File: src/rtl/frame_int.sv
// ---------------------------------------------------------------------------
// frame_int
//
// Turns each rising edge of the video generator's frame sync (irq) into a
// Z80 maskable interrupt. The interrupt is held for at most INT_LEN CPU
// T-states, or until the CPU acknowledges it with an M1+IORQ cycle. During
// that cycle the IM2 vector byte is offered on vec_data. The block also
// counts frames and keeps a sticky flag for frame edges that arrive while an
// interrupt is still being serviced.
//
// Ports
//   clock     in   system clock (25 MHz)
//   reset_n   in   asynchronous active-low reset
//   irq       in   frame sync level, asynchronous to clock
//   cpu_ce    in   one-clock pulse per CPU T-state
//   m1_n      in   Z80 /M1
//   iorq_n    in   Z80 /IORQ
//   int_en    in   1 = interrupts allowed, 0 = masked (frames still counted)
//   miss_clr  in   one-clock pulse, clears missed
//   int_n     out  Z80 /INT, active low
//   int_ack   out  one-clock pulse when an acknowledge is accepted
//   vec_oe    out  high while vec_data must drive the CPU data bus
//   vec_data  out  IM2 vector byte (constant VECTOR)
//   frames    out  count of detected frame edges, wraps at 16 bits
//   missed    out  sticky: frame edge seen while an interrupt was in progress
// ---------------------------------------------------------------------------
module frame_int #(
  parameter int         INT_LEN = 32,
  parameter logic [7:0] VECTOR  = 8'hFF
) (
  input  logic        clock,
  input  logic        reset_n,
  input  logic        irq,
  input  logic        cpu_ce,
  input  logic        m1_n,
  input  logic        iorq_n,
  input  logic        int_en,
  input  logic        miss_clr,
  output logic        int_n,
  output logic        int_ack,
  output logic        vec_oe,
  output logic [7:0]  vec_data,
  output logic [15:0] frames,
  output logic        missed
);

  localparam int CNT_W = (INT_LEN > 1) ? $clog2(INT_LEN) : 1;
  localparam logic [CNT_W-1:0] LAST_T = CNT_W'(INT_LEN - 1);

  typedef enum logic [1:0] {
    S_IDLE     = 2'd0,
    S_ASSERT   = 2'd1,
    S_ACK_WAIT = 2'd2
  } state_t;

  state_t           r_state;
  logic             r_s1;
  logic             r_s2;
  logic             r_prev;
  logic [CNT_W-1:0] r_cnt;
  logic             r_int_n;
  logic             r_int_ack;
  logic [15:0]      r_frames;
  logic             r_missed;

  logic             w_event;
  logic             w_ack;
  logic             w_busy;

  // Stage 1: synchronized irq rising edge and Z80 acknowledge decode
  assign w_event = r_s2 & ~r_prev;
  assign w_ack   = ~m1_n & ~iorq_n;
  assign w_busy  = (r_state != S_IDLE);

  // Synchronizer and history flops reset high so an irq already high when
  // reset releases does not look like a fresh frame edge.
  always_ff @(posedge clock or negedge reset_n) begin
    if (!reset_n) begin
      r_s1      <= 1'b1;
      r_s2      <= 1'b1;
      r_prev    <= 1'b1;
      r_state   <= S_IDLE;
      r_cnt     <= '0;
      r_int_n   <= 1'b1;
      r_int_ack <= 1'b0;
      r_frames  <= 16'd0;
      r_missed  <= 1'b0;
    end else begin
      r_s1      <= irq;
      r_s2      <= r_s1;
      r_prev    <= r_s2;
      r_int_ack <= 1'b0;

      if (w_event) begin
        r_frames <= r_frames + 16'd1;
      end

      // A new edge while busy is flagged, and a simultaneous clear loses.
      if (w_event && w_busy) begin
        r_missed <= 1'b1;
      end else if (miss_clr) begin
        r_missed <= 1'b0;
      end

      // Stage 2: interrupt sequencing
      case (r_state)
        S_IDLE: begin
          if (w_event && int_en) begin
            r_state <= S_ASSERT;
            r_int_n <= 1'b0;
            r_cnt   <= '0;
          end
        end
        S_ASSERT: begin
          // Acknowledge outranks the T-state timeout on the same clock.
          if (w_ack) begin
            r_int_n   <= 1'b1;
            r_int_ack <= 1'b1;
            r_state   <= S_ACK_WAIT;
          end else if (cpu_ce && (r_cnt == LAST_T)) begin
            r_int_n <= 1'b1;
            r_state <= S_IDLE;
          end else if (cpu_ce) begin
            r_cnt <= r_cnt + CNT_W'(1);
          end
        end
        S_ACK_WAIT: begin
          // Hold here for the rest of a long acknowledge so it yields one pulse.
          if (!w_ack) begin
            r_state <= S_IDLE;
          end
        end
        default: begin
          r_state <= S_IDLE;
          r_int_n <= 1'b1;
        end
      endcase
    end
  end

  // Stage 3: outputs; the vector is offered from the detecting clock onward
  assign vec_oe   = w_ack & ((r_state == S_ASSERT) | (r_state == S_ACK_WAIT));
  assign vec_data = VECTOR;
  assign int_n    = r_int_n;
  assign int_ack  = r_int_ack;
  assign frames   = r_frames;
  assign missed   = r_missed;

endmodule

File: config.mk
export PLATFORM = sky130hd
export DESIGN_NAME = frame_int
export DESIGN_NICKNAME = d
export VERILOG_FILES = /design/src/rtl/frame_int.sv
export SDC_FILE = /design/constraint.sdc
export NUM_CORES = 1
export LEC_CHECK = 0
export CORE_MARGIN = 5
export CORE_UTILIZATION = 45
export DETAILED_ROUTE_END_ITERATION = 8
export GPL_TIMING_DRIVEN = 0
export PLACE_DENSITY = 0.74
export RECOVER_POWER = 100
export SYNTH_ARGS = -nofsm -noshare
export SYNTH_HDL_FRONTEND = slang
export SYNTH_SLANG_ARGS = --single-unit
export TNS_END_PERCENT = 100
File: constraint.sdc
create_clock -name clock -period 2.1 [get_ports clock]
set_input_delay 0.42 -clock clock [delete_from_list [all_inputs] [get_ports clock]]
set_output_delay 0.42 -clock clock [all_outputs]
set_load 0.005 [all_outputs]
==> flow_metrics.py, run 1 <==
metrics = {
    "detailed_routing": {
        "avgViaCountPerCell": 5.098,
        "drt_iter0_drc": 69,
        "ant_nets": 0,
        "wirelength_um": 3035,
        "drt_pre_antenna_iters": 4,
        "avgRoutedWirePerCell_um": 13.49,
        "vias": 1147,
        "drc": 0,
    },
    "worst_setup_path": {
        "critPathLaunch": "r_cnt[0]",
        "cp.arrival_ns": 2.22,
        "cp_max_fo": 5,
        "critPathKind": "reg -> reg",
        "r2r_start": "r_cnt[0]",
        "crit_required_ns": 2.31,
        "crit_path_end_kind": "register",
        "cp-start-kind": "register",
    },
    "min_path": {
        "worstHoldPathType": "reg -> reg",
        "hold_start": "r_s1",
    },
    "timing": {
        "tightest_slew_ns": 1.539,
        "maxSlewViolCount": 30,
        "rsz0062_at_grt": "false",
        "hold_viol_final": 0,
        "setup_viol": 0,
        "setup_tns_ns": 0,
        "fin_hold_ws_ns": 0.3664,
        "fin_skew_ns": 0.01688,
        "period_share_pct": 95.75,
        "maxClockFrequency_mhz": 497.4,
        "min_period_ns": 2.011,
        "slew_headroom_pct": -2.628,
    },
    "die": {
        "rows": 21,
        "fp.dieH_um": 68.05,
        "coreArea_um2": 3311,
        "num_io_pins": 36,
        "start_util_pct": 45.80,
        "die_area_um2": 4631,
        "dieWidth_um": 68.05,
    },
    "placement": {
        "post_dp_cell_area_um2": 1871,
        "port_buffers": 27,
        "dp_hpwl_um": 2289,
        "dp_cells": 214,
        "gp_congestion": 0.8619,
    },
    "logic_synthesis": {
        "synthesis.area_um2": 1516,
        "ys_seq_elements": 29,
        "yosysWarnings": 0,
        "synth_area_leaders": "dfrtp_1, dfstp_2, ha_1, xor2_1, xnor2_1",
        "synth_area_per_cell_um2": 11.32,
        "syn-instance-count": 134,
        "ys_types": 41,
        "yosysTopAreaCellShare_pct": 41.25,
        "synth_ff_type": "dfrtp_1",
        "yosysSeqAreaShare_pct": 48.18,
        "async_reset_ff_share_pct": 100.0,
        "yosys.area.top_type": "dfrtp_1",
        "synth_edf_count": 0,
    },
    "global_routing": {
        "grt_pass1_vias": 1136,
        "grt_pass1_wl_um": 5057,
        "grt_max_degree": 30,
        "overflow": 0,
        "track_usage_pct": 14.75,
        "antenna_found_initial": 0,
    },
    "final_layout": {
        "fillers": 320,
        "drive_above_1_share_pct": 16.76,
        "final_common_cell": "dfrtp_1",
        "final_cells": 225,
        "nets": 193,
        "n_antenna_cell": 0,
        "final_cell_area_um2": 1923,
        "synthToLayoutAreaGrowth_pct": 26.81,
        "layout_common_cells": "dfrtp_1, dlygate4sd3_1, buf_4",
    },
    "clocking": {
        "path_clk_slew_ns": 0.08,
        "cts_tree": "done",
        "h-tree-depth": 2,
        "cts_sinks": 29,
        "clock-root-buffer": "clkbuf_4",
        "cts-buffers-inserted": 5,
        "clockBufferDepth": 2,
        "clock_latency_ns": 0.34,
    },
    "flow_run": {
        "maxCapViolations": 1,
    },
    "outcome": {
        "status": "finished with violations",
        "failed_checks": "capacitance limit, slew limit",
    },
    "power": {
        "p_leak_nw": 0.9257,
        "power.density_nw_per_um2": 968.8,
        "vdd_drop_max_uv": 691.4,
    },
}
## stage by stage
| step | setup WS (ns) | total power, mW | util, % |
|---|---|---|---|
| 2_1_floorplan | 0.2221 | 1.259 | - |
| 5_1_grt | 0.01888 | 1.999 | 58.09 |
| 3_3_place_gp | -0.09253 | 1.515 | 56.50 |
| 3_5_place_dp | -0.1268 | 1.562 | 56.50 |
| 6_report | 0.08935 | 1.863 | 58.09 |
| 4_1_cts | 0.07680 | 1.924 | 58.77 |
## synth_stat cells, types with 2 or more instances
cell type and n:
and2_1 2, nand4_2 2, mux2_1 2, and4_1 3, a22o_1 2, nand2_1 7, and3_1 3, nor3_1 3
nand4_1 4, a21oi_1 4, ha_1 7, inv_1 7, o31ai_1 3, buf_4 8, dfrtp_1 25, xor2_1 8
xnor2_1 7, dfstp_2 4, nand3_1 4, o2bb2ai_1 2, nand3b_1 2, nor2_1 6
## worst max-delay path, cell delays in order, from the launching register on
cell	delay, ns
dfrtp_1	0.40
ha_1	0.23
and3_1	0.19
ha_1	0.27
nor3b_2	0.20
a32oi_1	0.13
a21o_1	0.22
mux2_2	0.26
## kinds of logic (layout without fill, tap and decap cells)
group / after synthesis / count (layout) / share of synthesized area (%)
simple gates: 42 / 42 / 16.83
flops: 29 / 29 / 48.18
compound gates: 21 / 21 / 11.64
buf+inv: 16 / 54 / 6.436
xor+xnor: 15 / 15 / 8.664
fa+ha+maj: 7 / 7 / 5.775
mux: 3 / 3 / 2.228
other cells: 1 / 8 / 0.2473
## state kept, by name, indices dropped and copies added (netlist names)
signal	count
int_n	1
r_s2	1
r_cnt	5
r_s1	1
frames	16
r_state	2
missed	1
int_ack	1
r_prev	1
## worst paths after layout
| path | endpoint | cells after the start | slack (ns) |
|---|---|---|---|
| max | r_cnt[0] | 7 | 0.09 |
| min | r_s2 | 0 | 0.37 |
| max reg2reg | r_cnt[0] | 7 | 0.09 |
| min reg2reg | r_s2 | 0 | 0.37 |
| max in group asynchronous | r_cnt[0] | 1 | 0.74 |
| min in group asynchronous | frames[10] | 1 | 0.44 |
## power breakdown
part	switching (mW)	total [mW]	internal (mW)	leakage, nW
sequential	0.132	0.828	0.697	0.373
clock	0.200	0.327	0.127	0.0320
combinational	0.340	0.707	0.367	0.521
## per-layer routing
metal / vias to the layer above / global-route usage, % / part of all wire (%)
li1: 552 / - / -
met1: 558 / 17.18 / 42
met2: 32 / 24.31 / 50
met3: 5 / 5.583 / 6.3
met4: 0 / 5.955 / 1.5
met5: - / 0 / 0
## layout make-up
cell class	count	area (µm²)	area share, %
plain buffers	9	63.81	3.318
clock buffers	6	41.29	2.147
clock inverters	2	10.01	0.5205
inverters	7	26.28	1.366
multi-input cells	96	708.2	36.83
flip-flops and latches	29	730.7	38.00
well taps	46	57.56	2.993
repair buffers	30	285.3	14.83
## what timing repair did
| item | 4_1_cts | 5_1_grt |
|---|---|---|
| endpoints found under the setup margin | 1 | 1 |
| endpoints found under the hold margin | 0 | 0 |
| hold buffers | 0 | 0 |
| buffers inserted | 3 | 0 |
| pin swaps | 1 | 0 |
| resized for setup | 3 | 2 |
No activity file was read; power rests on OpenSTA's default activity.
==> inputs of run 2 (changes only) <==
--- a/config.mk
+++ b/config.mk
@@ -11,6 +11,7 @@
 export GPL_TIMING_DRIVEN = 0
 export PLACE_DENSITY = 0.74
 export RECOVER_POWER = 100
+export REMOVE_ABC_BUFFERS = 1
 export SYNTH_ARGS = -nofsm -noshare
 export SYNTH_HDL_FRONTEND = slang
 export SYNTH_SLANG_ARGS = --single-unit
==> flow_metrics.py, run 2 (synthesis results as in run 1) <==
metrics = {
    "die": {
        "num_io_pins": 36,
        "rows": 21,
        "dieWidth_um": 68.05,
        "start_util_pct": 45.80,
        "coreArea_um2": 3311,
        "die_area_um2": 4631,
        "fp.dieH_um": 68.05,
    },
    "global_routing": {
        "grt_pass1_vias": 1143,
        "grt_max_degree": 30,
        "gr-usage-met1_pct": 17.20,
        "overflow": 0,
        "use_met3_pct": 4.433,
        "antenna_found_initial": 0,
        "grt_util_met2_pct": 25.27,
        "track_usage_pct": 15.03,
        "grt_busiest_layer": "met2",
        "grt_pass1_wl_um": 5126,
    },
    "timing": {
        "min_period_ns": 1.923,
        "fin_hold_ws_ns": 0.3686,
        "period_share_pct": 91.58,
        "rsz0062_at_grt": "false",
        "hold_viol_final": 0,
        "maxSlewViolCount": 30,
        "slew_headroom_pct": -5.417,
        "worst_slack_ns": 0.1768,
        "tightest_slew_ns": 1.581,
        "maxClockFrequency_mhz": 520.0,
        "fin_skew_ns": 0.005225,
        "setup_viol": 0,
    },
    "worst_setup_path": {
        "cp_max_fo": 5,
        "cp-start-kind": "register",
        "critPathKind": "reg -> reg",
        "ff2ff_setup_slack_ns": 0.18,
        "crit_path_end_kind": "register",
        "cp.arrival_ns": 2.14,
        "r2r_start": "r_cnt[0]",
        "reg2regPathDepth": 7,
        "crit_required_ns": 2.32,
        "worstReg2RegEnd": "r_cnt[0]",
    },
    "final_layout": {
        "largest_reg_flops": 16,
        "n_antenna_cell": 0,
        "final_common_cell": "dfrtp_1",
        "final_cells": 215,
        "drive_above_1_share_pct": 12.43,
        "synthToLayoutAreaGrowth_pct": 23.10,
        "layout_common_cells": "dfrtp_1, dlygate4sd3_1, xor2_1, conb_1",
        "fillers": 318,
        "nets": 183,
        "final_cell_area_um2": 1867,
        "fin_util_pct": 56.39,
    },
    "placement": {
        "dp_hpwl_um": 2143,
        "port_buffers": 27,
        "place_ws_ns": -0.09534,
        "post_dp_cell_area_um2": 1799,
        "gp_congestion": 0.8624,
        "dp_cells": 205,
    },
    "detailed_routing": {
        "ant_nets": 0,
        "drt_pre_antenna_iters": 5,
        "vias": 1112,
        "drc": 0,
        "wirelength_um": 2990,
        "avgRoutedWirePerCell_um": 13.91,
        "avgViaCountPerCell": 5.172,
        "drt_iter0_drc": 58,
    },
    "clocking": {
        "clockBufferDepth": 2,
        "cts_tree": "done",
        "path_clk_slew_ns": 0.09,
        "clock-root-buffer": "clkbuf_4",
        "clock_latency_ns": 0.33,
        "h-tree-depth": 2,
        "cts-buffers-inserted": 5,
        "cts_sinks": 29,
    },
    "min_path": {
        "worstHoldPathType": "reg -> reg",
        "whs_endpoint": "r_s2",
        "holdPathStages": 0,
        "hold_start": "r_s1",
    },
    "outcome": {
        "failed_checks": "capacitance limit, slew limit",
        "status": "finished with violations",
    },
    "power": {
        "vdd_drop_max_uv": 549.6,
        "power.density_nw_per_um2": 1023,
        "p_leak_nw": 0.8913,
    },
    "flow_run": {
        "maxCapViolations": 1,
    },
}
[run 2: worst max path at each step]
stage | cells past startpoint | start | to
floorplan | 7 | r_cnt[0] | r_cnt[0]
global placement | 4 | iorq_n | vec_oe
detailed placement | 4 | iorq_n | vec_oe
CTS | 4 | r_state[1] | vec_oe
global route | 7 | r_cnt[0] | r_cnt[0]
finish | 7 | r_cnt[0] | r_cnt[0]
[run 2: what timing repair did]
action / CTS / global route
endpoints found under the setup margin: 1 / 3
pin swaps: 1 / 0
gates resized for setup: 3 / 5
hold buffers: 0 / 0
buffers inserted: 2 / 0
[run 2: layout make-up]
cell class | count | area [µm²] | area share, %
clock buffer | 7 | 65.06 | 3.485
clock inverter | 1 | 5.005 | 0.2681
inverter | 7 | 26.28 | 1.408
multi-input combinational | 96 | 705.7 | 37.80
sequential | 29 | 730.7 | 39.14
tap | 46 | 57.56 | 3.083
timing repair buffer | 29 | 276.5 | 14.81
[run 2: per-stage QoR]
stage	total power [mW]	setup TNS, ns
global placement	1.503	-0.09098
detailed placement	1.537	-0.09534
CTS	1.970	0
global route	2.056	0
floorplan	1.246	0
finish	1.909	0
[run 2: report_power, final]
group          switching, mW  internal [mW]  total [mW]  leakage [nW]
clock                  0.204          0.194       0.397        0.0413
sequential             0.128          0.694       0.822         0.372
combinational          0.334          0.356       0.690         0.478
total                  0.665           1.24        1.91         0.891
[run 2: critical path, cell delays in order (launching register included)]
cell and delay, ns:
dfrtp_1 0.41, ha_1 0.23, and3_1 0.20, ha_2 0.22, nor3b_2 0.18, a32oi_1 0.12, a21o_1 0.21, mux2_2 0.25
[run 2: routing by layer]
metal  up-vias  wire [µm]  part of all wire (%)
li1        529          -                     -
met1       541       1288                    43
met2        34       1451                    49
met3         8        186                   6.2
met4         0         63                   2.1
met5         -          0                     0
